<file path="src/rtl/tratar_cmd.sv">
// tratar_cmd: command executor behind the UART command decoder.
// Accepts {opcode, operand} over a valid/ready handshake and executes it
// against a small register bank addressed by a selection pointer.
module tratar_cmd #(
  parameter int unsigned DATA_W = 4,
  parameter int unsigned DEPTH  = 4,
  parameter int unsigned ADDR_W = $clog2(DEPTH)
) (
  input  logic                clock,
  input  logic                reset_n,
  input  logic                cmd_valid,
  output logic                cmd_ready,
  input  logic [3:0]          instrucao,
  input  logic [DATA_W-1:0]   dado,
  output logic [DATA_W-1:0]   dec7Seg,
  output logic [4+DATA_W-1:0] led,
  output logic                clear,
  output logic                erro,
  output logic                carry
);

  localparam logic [1:0] StIdle  = 2'd0;
  localparam logic [1:0] StExec  = 2'd1;
  localparam logic [1:0] StSweep = 2'd2;

  localparam logic [3:0] OpNop    = 4'd0;
  localparam logic [3:0] OpClear  = 4'd1;
  localparam logic [3:0] OpLoad   = 4'd2;
  localparam logic [3:0] OpSelect = 4'd3;
  localparam logic [3:0] OpShow   = 4'd4;
  localparam logic [3:0] OpAdd    = 4'd5;
  localparam logic [3:0] OpNext   = 4'd6;
  localparam logic [3:0] OpClrErr = 4'd7;

  localparam logic [ADDR_W-1:0] LastIdx = ADDR_W'(DEPTH - 1);

  logic [1:0]          state_q, state_d;
  logic [ADDR_W-1:0]   ptr_q, ptr_d;
  logic [ADDR_W-1:0]   idx_q, idx_d;
  logic [3:0]          op_q, op_d;
  logic [DATA_W-1:0]   arg_q, arg_d;
  logic [DATA_W-1:0]   dec_q, dec_d;
  logic [4+DATA_W-1:0] led_q, led_d;
  logic                erro_q, erro_d;
  logic                carry_q, carry_d;
  logic [DATA_W-1:0]   bank_q [DEPTH];
  logic [DATA_W-1:0]   bank_d [DEPTH];
  logic [DATA_W:0]     sum;

  assign cmd_ready = (state_q == StIdle);
  assign clear     = (state_q == StSweep);
  assign dec7Seg   = dec_q;
  assign led       = led_q;
  assign erro      = erro_q;
  assign carry     = carry_q;

  // Add at DATA_W+1 bits so the top bit is the carry out.
  assign sum = {1'b0, bank_q[ptr_q]} + {1'b0, arg_q};

  // Next-state: handshake, opcode execution and clear sweep.
  always_comb begin
    state_d = state_q;
    ptr_d   = ptr_q;
    idx_d   = idx_q;
    op_d    = op_q;
    arg_d   = arg_q;
    dec_d   = dec_q;
    led_d   = led_q;
    erro_d  = erro_q;
    carry_d = carry_q;
    for (int i = 0; i < int'(DEPTH); i++) bank_d[i] = bank_q[i];

    case (state_q)
      StIdle: begin
        if (cmd_valid) begin
          op_d    = instrucao;
          arg_d   = dado;
          led_d   = {instrucao, dado};
          state_d = StExec;
        end
      end
      StExec: begin
        state_d = StIdle;
        case (op_q)
          OpNop: ;
          OpClear: begin
            ptr_d   = '0;
            idx_d   = '0;
            state_d = StSweep;
          end
          OpLoad: bank_d[ptr_q] = arg_q;
          OpSelect: begin
            // Compare at 32 bits so narrow operands are zero-extended.
            if (32'(arg_q) < 32'(DEPTH)) ptr_d = ADDR_W'(arg_q);
            else                         erro_d = 1'b1;
          end
          OpShow: dec_d = bank_q[ptr_q];
          OpAdd: begin
            bank_d[ptr_q] = sum[DATA_W-1:0];
            carry_d       = sum[DATA_W];
          end
          OpNext:   ptr_d = ptr_q + 1'b1;
          OpClrErr: begin
            erro_d  = 1'b0;
            carry_d = 1'b0;
          end
          default: erro_d = 1'b1;
        endcase
      end
      StSweep: begin
        bank_d[idx_q] = '0;
        idx_d         = idx_q + 1'b1;
        if (idx_q == LastIdx) begin
          dec_d   = '0;
          state_d = StIdle;
        end
      end
      default: state_d = StIdle;
    endcase
  end

  // State registers with synchronous active-low reset.
  always_ff @(posedge clock) begin
    if (!reset_n) begin
      state_q <= StIdle;
      ptr_q   <= '0;
      idx_q   <= '0;
      op_q    <= '0;
      arg_q   <= '0;
      dec_q   <= '0;
      led_q   <= '0;
      erro_q  <= 1'b0;
      carry_q <= 1'b0;
      for (int i = 0; i < int'(DEPTH); i++) bank_q[i] <= '0;
    end else begin
      state_q <= state_d;
      ptr_q   <= ptr_d;
      idx_q   <= idx_d;
      op_q    <= op_d;
      arg_q   <= arg_d;
      dec_q   <= dec_d;
      led_q   <= led_d;
      erro_q  <= erro_d;
      carry_q <= carry_d;
      for (int i = 0; i < int'(DEPTH); i++) bank_q[i] <= bank_d[i];
    end
  end

endmodule
</file>
<file path="config.mk">
export PLATFORM = sky130hd
export DESIGN_NAME = tratar_cmd
export DESIGN_NICKNAME = d
export VERILOG_FILES = /design/src/rtl/tratar_cmd.sv
export SDC_FILE = /design/constraint.sdc
export NUM_CORES = 1
export LEC_CHECK = 0
export ABC_AREA = 1
export CAP_MARGIN = 0
export CORE_ASPECT_RATIO = 0.75
export CORE_MARGIN = 8
export CORE_UTILIZATION = 50
export DETAILED_ROUTE_END_ITERATION = 8
export PLACE_DENSITY_LB_ADDON = 0.08
export REMOVE_ABC_BUFFERS = 1
export SLEW_MARGIN = 20
export SYNTH_ARGS = -nofsm -noshare
export SYNTH_HDL_FRONTEND = slang
export SYNTH_SLANG_ARGS = --single-unit
</file>
<file path="constraint.sdc">
create_clock -name clock -period 2.9 [get_ports clock]
set_input_delay 0.87 -clock clock [delete_from_list [all_inputs] [get_ports clock]]
set_output_delay 0.87 -clock clock [all_outputs]
set_load 0.02 [all_outputs]
</file>
After elaboration in Yosys (flattened, before gate mapping) --
Memory sizes are Yosys's and may differ from the RTL's. A register that Yosys moved wholly into a read port is not among the register bits. Index checks and enable logic that the tools add are counted.
Word-level totals: register bits after elaboration 28, bits in writable memories 16, input port bits 11, output and inout port bits 16, memories kept 1
Cells by class: $add $sub $neg 3, magnitude comparators 5, equal/unequal tests 16, multiplexer cells 30, bitwise logic cells 9, reductions and logical operators 15
Memory list:
- bank_q | words 4, bits a word 4, rd ports 5, clocked after memory_dff 1, write ports 4, RTL line 46 | logic [DATA_W-1:0] bank_q [DEPTH];
Operators with widths (count):
- 16-bit one-hot mux with 2 select lines | 2
- 16-bit bitwise mux | 2
- 4-bit 2-to-1 mux | 8
- 16-bit AND | 1
- 4-bit demux with 2-bit select | 2
- 4-bit by 3-bit equality test with 1-bit output, second input constant | 4
- 16-bit inverter | 1
- 2-bit 2-to-1 mux | 7
- 2-bit one-hot mux with 3 select lines | 2
- 3-bit AND reduction | 3
- 4-bit by 2-bit equality test with 1-bit output, second input constant | 2
- 4-bit one-hot mux with 2 select lines | 1
- 2-bit AND reduction | 4
- 3-bit greater-or-equal comparator, second input constant | 2
- 3-bit by 1-bit less-than comparator with 1-bit output, second input constant | 2
- 2-bit by 1-bit != test with 1-bit output, second input constant | 3
- 2-bit != test, second input constant | 3
- 2-bit inverter with 3-bit output | 2
- 6-bit OR reduction | 1
- 4-bit by 4-bit adder with 5-bit output | 1
- 2-bit by 1-bit adder with 2-bit output, second input constant | 2
- 2-bit equality test, second input constant | 2
- 4-bit by 1-bit equality test with 1-bit output, second input constant | 1
- 4-bit zero test | 1
- other kinds (12) | 19

Longest topological paths before layout --
Gate-level depths: netlist of the first run.
word-level depth 9, depth in mapped cells 13

Least setup slack after synthesis of the first run --
Ideal clock, no wire load.
path type register -> register, from register with a tool-made name, to memory bank_q[0][2], setup time 0.070 ns, arrival time 2.061 ns, required time 2.830 ns, path slack 0.769 ns, stages on the path, launching flop included 11, buffers on the path 1, cell sequence dfxtp_1 > clkbuf_1 > inv_1 > o21ai_0 > o22ai_1 > ha_1 > fa_1 > xnor2_1 > o21ai_1 > nand3_1 > a21oi_1
RTL lines (RTL line):
- end: declaration | 46

Final worst setup path of the first run --
from register state_q[0], to output port cmd_ready
On the way: cells in the longest elaborated chain, start to end 1
Ends and longest elaborated chain:
- start: declaration | RTL line 37 | logic [1:0] state_q, state_d;
- start signal: assignment | RTL line 125 | state_q <= StIdle;
- start signal: assignment | RTL line 136 | state_q <= state_d;
- 2-bit zero test | RTL line 50 | assign cmd_ready = (state_q == StIdle);
- end: declaration | RTL line 12 | output logic cmd_ready,
Every way passes these cells.

==> results.md, run 1 <==
* Filler cells at 398
* Commonest cells after routing, fill and taps aside: nand2_1, nor2_1, dfxtp_1
* Post-CTS Setup Repair Bufs at 0
* Startpoint types: flip-flop
* Starting Density at 0.520
* Combinational share of power at 0.171
* RSZ-0062 raised after global routing: no
* Power per cell area at 478 nW/um^2
* Synthesis warning total at 0
* CTS tree: built
* Int Pwr at 871 uW
* Detailed placer's ending HPWL at 4060 um
* Reg area at 761 um^2
* Synth area leader: dfxtp_1
* Grt ovf at 0
* Design area at 2530 um^2
* Root buffer cell: clkbuf_8
* Post-DR vias/cell at 5.27
* FMAX at 419 MHz
* Final Hold Viols at 0
* Post-CTS Hold Fix Bufs at 0
* Footprint of the multi-input gates at 1150 um^2
* Hold path start: dec7Seg[2]
* Worst Hold End: dec7Seg[2]
* Max Cap Viol at 0
* Initial DRT Pass Iterations at 5
* Die Height at 72.2 um
* CP Max Fanout at 3
* Worst r2r dst: bank_q[1][2]
* CP Capture Type: output pin
* Clk slew on worst S/H paths at 0.07 ns
* Worst skew pair latency at 0.29 ns
* DRT antenna net count at 0
* Mapped Cells at 304
* Vias in the first global route at 1848
* Worst Skew at 0.00479 ns
* Status: completed
* Netlist cell types at 26
* CP arrival at 1.52 ns
* Critical Path RT at 2.03 ns
* Kind of critical path: reg -> out
* Clk sink count at 38
* Worst IR Drop VDD at 0.255 mV
* Setup slack, reg-to-reg at 0.56 ns
* RD Place Congestion at 0.886
* Clock power frac at 0.366
* Vias at 2046
* Synth top area share at 0.361
* Hold Path Depth at 2
* Tot GR Track Use at 0.168
* Antenna diodes at 0
* CTS Buf Count at 5
* Reg2Reg Depth at 9
* Switching share of total power at 0.280
* Layout cells sized above 1 at 0.0691
* First-pass GRT wire length at 9000 um
* Final #Nets at 359
* Final TNS setup at 0 ns
* Placement Cell Area at 2420 um^2
* Synthesis-stage register bit count at 38
* Synth top area cells: dfxtp_1, nand2_1, ha_1, a21oi_1, nor2_1
* Die Span X at 91.0 um
* Area delta synth->final at 20.1%
* Worst hold path type: reg -> reg
* I/O pin count at 27
* Drt drc at 0
* Drt wl/cell at 13.8 um
* Seq/Total Area, Yosys at 0.361
* Worst Tran Pin Value at 0.445 ns
* Post_cts resized at 0
* Htree depth at 2
* Input/output buffers at 26
* Final setup violation count at 0
* Number of antenna violations at the first check in global routing at 0
* Drt initial violations at 160
* Syn avg cell area at 6.94 um^2
* Slew headroom at 0.702
* Die Area at 6570 um^2
* Row cnt at 20
* Reg power frac at 0.463
* Clock buffer depth at 2
* Final slew viol count at 0
* Net switching power at 339 uW
* Pin count of the biggest net entering global routing at 25
* Final worst path period need at 2.39 ns
* Leak pwr at 1.04 nW
* Routed WL at 5340 um
* Commonest non-fill, non-tap cell in the layout: nand2_1
* Mapped Area at 2110 um^2
* Fin crit share at 0.824
* Core Region at 4050 um^2
[power by group through the flow]
stage	Combinational, mW	Sequential [mW]	Clock, mW
after floorplan	0.119	0.581	0
after global placement	0.204	0.573	0
after detailed placement	0.205	0.573	0
after CTS	0.207	0.561	0.450
after global routing	0.231	0.565	0.468
final	0.207	0.561	0.442
[sequential cells by signal (all words and copies together), names as in the netlist, named ones only]
| signal | cells |
|---|---|
| arg_q | 3 |
| dec7Seg | 4 |
| led | 1 |
| state_q | 2 |
| op_q | 4 |
| ptr_q | 2 |
| erro | 1 |
| carry | 1 |
| bank_q | 16 |
| idx_q | 2 |
[per-stage QoR]
step	power, mW	hold WS, ns	utilization	setup WS, ns	cells
2_1_floorplan	0.700	0.438	-	0.879	296
6_report	1.21	0.467	0.624	0.512	388
5_1_grt	1.26	0.479	0.624	0.289	388
3_5_place_dp	0.778	0.455	0.598	0.605	380
3_3_place_gp	0.776	0.452	0.598	0.703	380
4_1_cts	1.22	0.468	0.624	0.504	388
[per-layer routing]
metal | global-route usage | share of wire
met4 | 0.0434 | 0.0079
met2 | 0.246 | 0.42
met1 | 0.235 | 0.51
met3 | 0.0454 | 0.063
met5 | 0 | 0
[critical path, stage by stage, from the launching register on]
cell,delay (ns)
dfxtp_1,0.33
inv_1,0.08
ha_1,0.20
clkdlybuf4s50_1,0.62
[synthesized netlist by cell type]
library cell,number
o22ai_1,5
inv_1,35
buf_6,1
nand2_1,54
xnor2_1,1
o21ai_1,3
nor2_4,1
nor2_1,39
clkinv_1,3
clkbuf_1,6
nor2_2,3
o21ai_0,25
dfxtp_1,38
ha_1,15
nand2_2,2
fa_1,1
o2111ai_1,1
nand2_4,1
inv_2,3
nand3_1,22
nand4_1,3
o211ai_1,4
nand3_4,1
clkinv_2,1
buf_1,1
a21oi_1,35
[logic make-up after synthesis]
family	after synthesis	share of synthesized area
AOI/OAI and AO/OA	73	0.183
xor gates and xnor gates	1	0.00416
adders and majority gates	16	0.0985
buffers and inverters	50	0.0932
DFF	38	0.361
and+or+nand+nor	126	0.261
[layout make-up]
cell class,instances,area share
repair buffers,29,0.112
flip-flops and latches,38,0.301
clock buffers,5,0.0272
inverters,42,0.0628
multi-input cells,216,0.455
well taps,55,0.0272
clock inverters,3,0.0158
[how the worst max path moves through the flow]
stage / cells past startpoint / end / from
5_1_grt: 9 / bank_q[1][2] / flip-flop
3_3_place_gp: 9 / bank_q[2][2] / flip-flop
2_1_floorplan: 9 / bank_q[0][2] / flip-flop
3_5_place_dp: 9 / bank_q[1][2] / flip-flop
4_1_cts: 3 / cmd_ready / state_q[0]
6_report: 3 / cmd_ready / state_q[0]
(Power assumes the default switching activity.)
==> inputs of run 2 (changes only) <==
- clock period: 2.9 -> 2.3 ns (I/O delays scaled with it)
==> run 2 against run 1 <==
Net effect: global-route usage decreased by 0.57 points; via count decreased by 2.9%; flip-flop and latch count unchanged; design area increased by 0.49%; combinational power increased by 29%; largest cell class unchanged.
==> results.md, run 2 (same netlist as run 1, synthesis figures left out) <==
* Drt wl/cell at 13.3 um (-3.3%)
* Die Height at 72.2 um (unchanged)
* Die Span X at 91.0 um (unchanged)
* First-pass GRT wire length at 8650 um (-3.9%)
* Slowest cell on crit path: clkdlybuf4s50_1
* CP Capture Type: output pin
* Worst path max stage delay at 0.61 ns (about the same)
* Initial DRT Pass Iterations at 4 (-1)
* Max Cap Viol at 0 (unchanged)
* RSZ-0062 raised after global routing: no
* Worst IR Drop VDD at 0.378 mV (+48%)
* Clock buffer depth at 2 (unchanged)
* FMAX at 462 MHz
* Number of antenna violations at the first check in global routing at 0 (unchanged)
* Htree depth at 2 (unchanged)
* Die Area at 6570 um^2 (unchanged)
* Final Hold Viols at 0 (unchanged)
* Routed WL at 5180 um (-3.1%)
* Slew headroom at 0.684 (-0.0183)
* Pin count of the biggest net entering global routing at 25 (unchanged)
* Clk slew on worst S/H paths at 0.07 ns (about the same)
* Critical Path RT at 1.61 ns (-0.42 ns)
* Post-DR vias/cell at 5.11 (-3.2%)
* Leak pwr at 1.04 nW (+0.76%)
* Drt drc at 0 (unchanged)
* CTS tree: built
* Crit-path cells: inv_1, ha_1, clkdlybuf4s50_1
* Biggest register: bank_q
* Max FFs per register at 16 (unchanged)
* CTS Buf Count at 5 (unchanged)
* DRT antenna net count at 0 (unchanged)
* Area delta synth->final at 20.7%
* Commonest non-fill, non-tap cell in the layout: nand2_1
* Tot GR Track Use at 0.162 (-0.00567)
* CP arrival at 1.48 ns (-0.04 ns)
* Root buffer cell: clkbuf_8
* Core Region at 4050 um^2 (unchanged)
* Worst Skew at 0.00842 ns (+0.00363 ns)
* Fin crit share at 0.942
* Placement Cell Area at 2430 um^2 (+0.31%)
* Final #Nets at 360 (+0.28%)
* Status: completed
* Detailed placer's ending HPWL at 4020 um (-1.2%)
* Vias in the first global route at 1843 (-0.27%)
* Startpoint types: flip-flop
* Layout cells sized above 1 at 0.0778 (+0.00878)
* Worst skew pair latency at 0.29 ns (about the same)
* Final TNS setup at 0 ns (unchanged)
* Cell count after placement at 381 (+0.26%)
* Starting Density at 0.520 (unchanged)
* Vias at 1986 (-2.9%)
* Input/output buffers at 26 (unchanged)
* Drt initial violations at 168 (+5.0%)
* Worst hold path type: reg -> reg
* Final Non-Filler Cells at 389 (+0.26%)
* I/O pin count at 27 (unchanged)
* Commonest cells after routing, fill and taps aside: nand2_1, nor2_1, dfxtp_1
* Antenna diodes at 0 (unchanged)
* RD Place Congestion at 0.907 (+2.4%)
* Power per cell area at 598 nW/um^2 (+25%)
* Final setup violation count at 0 (unchanged)
* Final slew viol count at 0 (unchanged)
* Worst Tran Pin Value at 0.472 ns (+0.0264 ns)
* Final worst path period need at 2.17 ns
* Clk sink count at 38 (unchanged)
* Row cnt at 20 (unchanged)
* Kind of critical path: reg -> out
* Grt ovf at 0 (unchanged)
* CP Max Fanout at 3 (unchanged)
* Design area at 2540 um^2 (+0.49%)
## run 2: cell count changes in the layout (fill, tap and decap cells not counted)
cell / delta
buf_4: +1
dfxtp_1: -1
dfxtp_2: +1
o21ai_0: -1
o21ai_2: +1
## run 2: per-stage QoR
stage / util / setup slack, ns / total power, mW / hold WS, ns
after floorplan: - / 0.279 / 0.882 / 0.438
after global placement: 0.599 / 0.125 / 0.980 / 0.450
after detailed placement: 0.599 / 0.0158 / 0.982 / 0.453
after CTS: 0.627 / 0.0770 / 1.53 / 0.463
after global routing: 0.627 / 0.0186 / 1.59 / 0.476
final: 0.627 / 0.135 / 1.52 / 0.462
## run 2: final cells by class
type | instances | area [um^2]
fill | 399 | 1510
multi-input combinational | 216 | 1150
sequential | 38 | 762
timing repair buffer | 30 | 290
inverter | 42 | 159
clock buffer | 5 | 68.8
tap | 55 | 68.8
clock inverter | 3 | 40.0
## run 2: routing by layer
layer,vias up,global-route usage,wire (um)
met4,0,0.0488,32
met1,871,0.226,2670
met3,5,0.0464,391
met5,-,0,0
li1,1051,-,-
met2,59,0.234,2080
## run 2: worst paths after layout
path / from / endpoint / slack, ns / cells past startpoint
min reg2reg: dec7Seg[1] / dec7Seg[1] / 0.46 / 2
min: dec7Seg[1] / dec7Seg[1] / 0.46 / 2
max: state_q[0] / cmd_ready / 0.13 / 3
max reg2reg: flip-flop / bank_q[2][2] / 0.20 / 9
## run 2: power breakdown
| part | leakage [nW] | switching (mW) | total (mW) | internal, mW |
|---|---|---|---|---|
| Sequential | 0.309 | 0.0252 | 0.705 | 0.680 |
| Clock | 0.0579 | 0.230 | 0.550 | 0.319 |
| Combinational | 0.677 | 0.164 | 0.266 | 0.102 |
| Total | 1.04 | 0.420 | 1.52 | 1.10 |
## run 2: timing repair
| item | CTS | global route |
|---|---|---|
| setup endpoints to repair | 1 | 8 |
| hold buffers | 0 | 0 |
| pin swaps | 0 | 0 |
| resized for setup | 1 | 2 |
| buffers inserted | 0 | 0 |
| gates cloned | 0 | 0 |
## run 2: worst max-delay path, delay by kind of cell (launching register included)
kind,cells,cell delay [ns]
buffers and inverters,2,0.69
adder cells (fa/ha/maj),1,0.18
flip-flops,1,0.33
==> inputs of run 3 (changes only) <==
--- a/config.mk
+++ b/config.mk
@@ -10,3 +10,3 @@
 export CORE_ASPECT_RATIO = 0.75
-export CORE_MARGIN = 8
+export CORE_MARGIN = 4
 export CORE_UTILIZATION = 50
==> constraint.sdc (replaced) <==
create_clock -name clock -period 2.3 [get_ports clock]
set_input_delay 0.46 -clock clock [delete_from_list [all_inputs] [get_ports clock]]
set_output_delay 0.46 -clock clock [all_outputs]
set_load 0.02 [all_outputs]
==> run 3 against run 2 <==
Net effect: final cell count is 0.26% lower; non-clock buffer count down 1; first-iteration DRC count decreased by 27%; global-route usage is 4.5 points higher; die area is 19% lower; routed wire length increased by 1.9%; clock skew decreased by 0.0010 ns; clock power grew 2%; critical path type is now reg -> reg; largest power group unchanged.
==> results.md, run 3 (same netlist as run 1, synthesis figures left out) <==
* Final #Nets at 359 (-0.28%)
* Crit path to: bank_q[0][2]
* Post-CTS Hold Fix Bufs at 0 (unchanged)
* Antenna diodes at 0 (unchanged)
* Drt wl/cell at 13.6 um (+2.2%)
* Kind of critical path: reg -> reg
* Row cnt at 20 (unchanged)
* CP Max Fanout at 8 (+5)
* DRT antenna net count at 0 (unchanged)
* Initial DRT Pass Iterations at 4 (unchanged)
* Worst skew pair latency at 0.30 ns (about the same)
* Reg2Reg Depth at 9 (unchanged)
* Worst Skew at 0.00741 ns (-0.00101 ns)
* Root buffer cell: clkbuf_8
* Die Span X at 83.0 um (-8.8%)
* Commonest cells after routing, fill and taps aside: nand2_1, nor2_1, dfxtp_1
* Placement Cell Area at 2420 um^2 (-0.31%)
* Input/output buffers at 26 (unchanged)
* Die Height at 64.2 um (-11%)
* Number of antenna violations at the first check in global routing at 0 (unchanged)
* Vias at 1985 (-0.050%)
* I/O pin count at 27 (unchanged)
* Clk slew on worst S/H paths at 0.07 ns (about the same)
* WP depth at 9 (+6)
* Leak pwr at 1.04 nW (-0.78%)
* Worst hold path type: reg -> reg
* Worst path max stage delay at 0.41 ns (-0.20 ns)
* Clock power frac at 0.365 (+0.004)
* Final TNS setup at 0 ns (unchanged)
* Post-DR vias/cell at 5.12 (+0.21%)
* Vias in the first global route at 1799 (-2.4%)
* Clk sink count at 38 (unchanged)
* Post-CTS Setup Repair Bufs at 0 (unchanged)
* Clock buffer depth at 2 (unchanged)
* Setup slack, reg-to-reg at 0.15 ns (-0.05 ns)
* Final setup violation count at 0 (unchanged)
* Starting Density at 0.520 (unchanged)
* Worst Tran Pin Value at 0.467 ns (-0.00490 ns)
* Status: completed
* CTS tree: built
* Crit-path cells: buf_4, o21ai_0, o22ai_1, ha_2, fa_1, xnor2_1, o21ai_2, nand3_1, a21oi_1
* Slew headroom at 0.687 (+0.00328)
* Int Pwr at 1.10 mW (about the same)
* Routed WL at 5280 um (+1.9%)
* Power per cell area at 603 nW/um^2 (+0.83%)
* RSZ-0062 raised after global routing: yes
* Final worst path period need at 2.15 ns (-0.0197 ns)
* First-pass GRT wire length at 8820 um (+1.9%)
* Post_cts resized at 0 (-1)
* Commonest non-fill, non-tap cell in the layout: nand2_1
* Final slew viol count at 0 (unchanged)
* Critical Path RT at 2.53 ns (+0.92 ns)
* Area delta synth->final at 20.7% (unchanged)
* Design area at 2540 um^2 (unchanged)
* Slowest cell on crit path: fa_1
* FMAX at 466 MHz (+0.92%)
* Hold Path Depth at 2 (unchanged)
* Final Hold Viols at 0 (unchanged)
* Htree depth at 2 (unchanged)
* Net switching power at 433 uW (+3.2%)
* Tot GR Track Use at 0.207 (+0.0452)
* Core Util, Final at 0.627 (unchanged)
* Max FFs per register at 16 (unchanged)
* Cell family with most CP delay: compound AO/OA/AOI/OAI gates
* Reg power frac at 0.460 (-0.004)
* Combinational share of power at 0.174 (about the same)
* Layout cells sized above 1 at 0.0811 (+0.00324)
* Max Cap Viol at 0 (unchanged)
* Core Region at 4050 um^2 (unchanged)
* CTS Buf Count at 5 (unchanged)
* Buffers plus inverters on the worst setup path at 1 (-1)
* Detailed placer's ending HPWL at 3860 um (-3.8%)
* Die Area at 5330 um^2 (-19%)
* Switching share of total power at 0.283 (+0.00647)
* Worst r2r dst: bank_q[0][2]
* Grt ovf at 0 (unchanged)
* Drt drc at 0 (unchanged)
* Startpoint types: flip-flop
* Filler cells at 390 (-2.3%)
* CP arrival at 2.37 ns (+0.89 ns)
* Fin crit share at 0.933 (-0.00855)
* CP Capture Type: flip-flop
* Worst IR Drop VDD at 0.444 mV (+17%)
* Biggest register: bank_q
* Pin count of the biggest net entering global routing at 25 (unchanged)
* RD Place Congestion at 0.856 (-5.7%)
* Drt initial violations at 123 (-27%)
run 3: worst register-to-register path, cell delays in order (launching register included):
cell	delay (ns)
dfxtp_1	0.32
buf_4	0.15
o21ai_0	0.16
o22ai_1	0.15
ha_2	0.22
fa_1	0.41
xnor2_1	0.17
o21ai_2	0.22
nand3_1	0.12
a21oi_1	0.15
run 3: power groups by stage:
stage / Combinational [mW] / Sequential (mW) / Clock, mW
floorplan: 0.150 / 0.732 / 0
global placement: 0.256 / 0.720 / 0
detailed placement: 0.259 / 0.721 / 0
CTS: 0.262 / 0.706 / 0.569
global route: 0.296 / 0.710 / 0.587
finish: 0.267 / 0.706 / 0.560
run 3: area by class of cell:
cell class | count | area (um^2) | share of cell area
Sequential cell | 38 | 761 | 0.299
Multi-Input combinational cell | 216 | 1160 | 0.457
Inverter | 42 | 159 | 0.0625
Clock buffer | 5 | 68.8 | 0.0271
Clock inverter | 3 | 40.0 | 0.0157
Tap cell | 55 | 68.8 | 0.0271
Timing Repair Buffer | 29 | 283 | 0.111
run 3: through the flow:
| step | power, mW | instances | setup WS [ns] | hold slack (ns) |
|---|---|---|---|---|
| 5_1_grt | 1.59 | 388 | -0.00256 | 0.482 |
| 4_1_cts | 1.54 | 388 | 0.0756 | 0.463 |
| 2_1_floorplan | 0.882 | 296 | 0.279 | 0.438 |
| 6_report | 1.53 | 388 | 0.154 | 0.461 |
| 3_5_place_dp | 0.980 | 380 | 0.142 | 0.452 |
| 3_3_place_gp | 0.976 | 380 | 0.247 | 0.448 |
run 3: worst min-delay path by stage:
stage,startpoint,endpoint,slack (ns)
floorplan,bank_q[1][0],bank_q[1][0],0.44
global placement,bank_q[2][1],bank_q[2][1],0.45
detailed placement,dec7Seg[0],dec7Seg[0],0.45
CTS,dec7Seg[0],dec7Seg[0],0.46
global route,dec7Seg[2],dec7Seg[2],0.48
finish,dec7Seg[0],dec7Seg[0],0.46
run 3: metal layers:
| metal | GRT usage | wire length [um] |
|---|---|---|
| met1 | 0.295 | 2740 |
| met2 | 0.311 | 2160 |
| met3 | 0.0438 | 332 |
| met4 | 0.0673 | 47 |
| met5 | 0 | 0 |
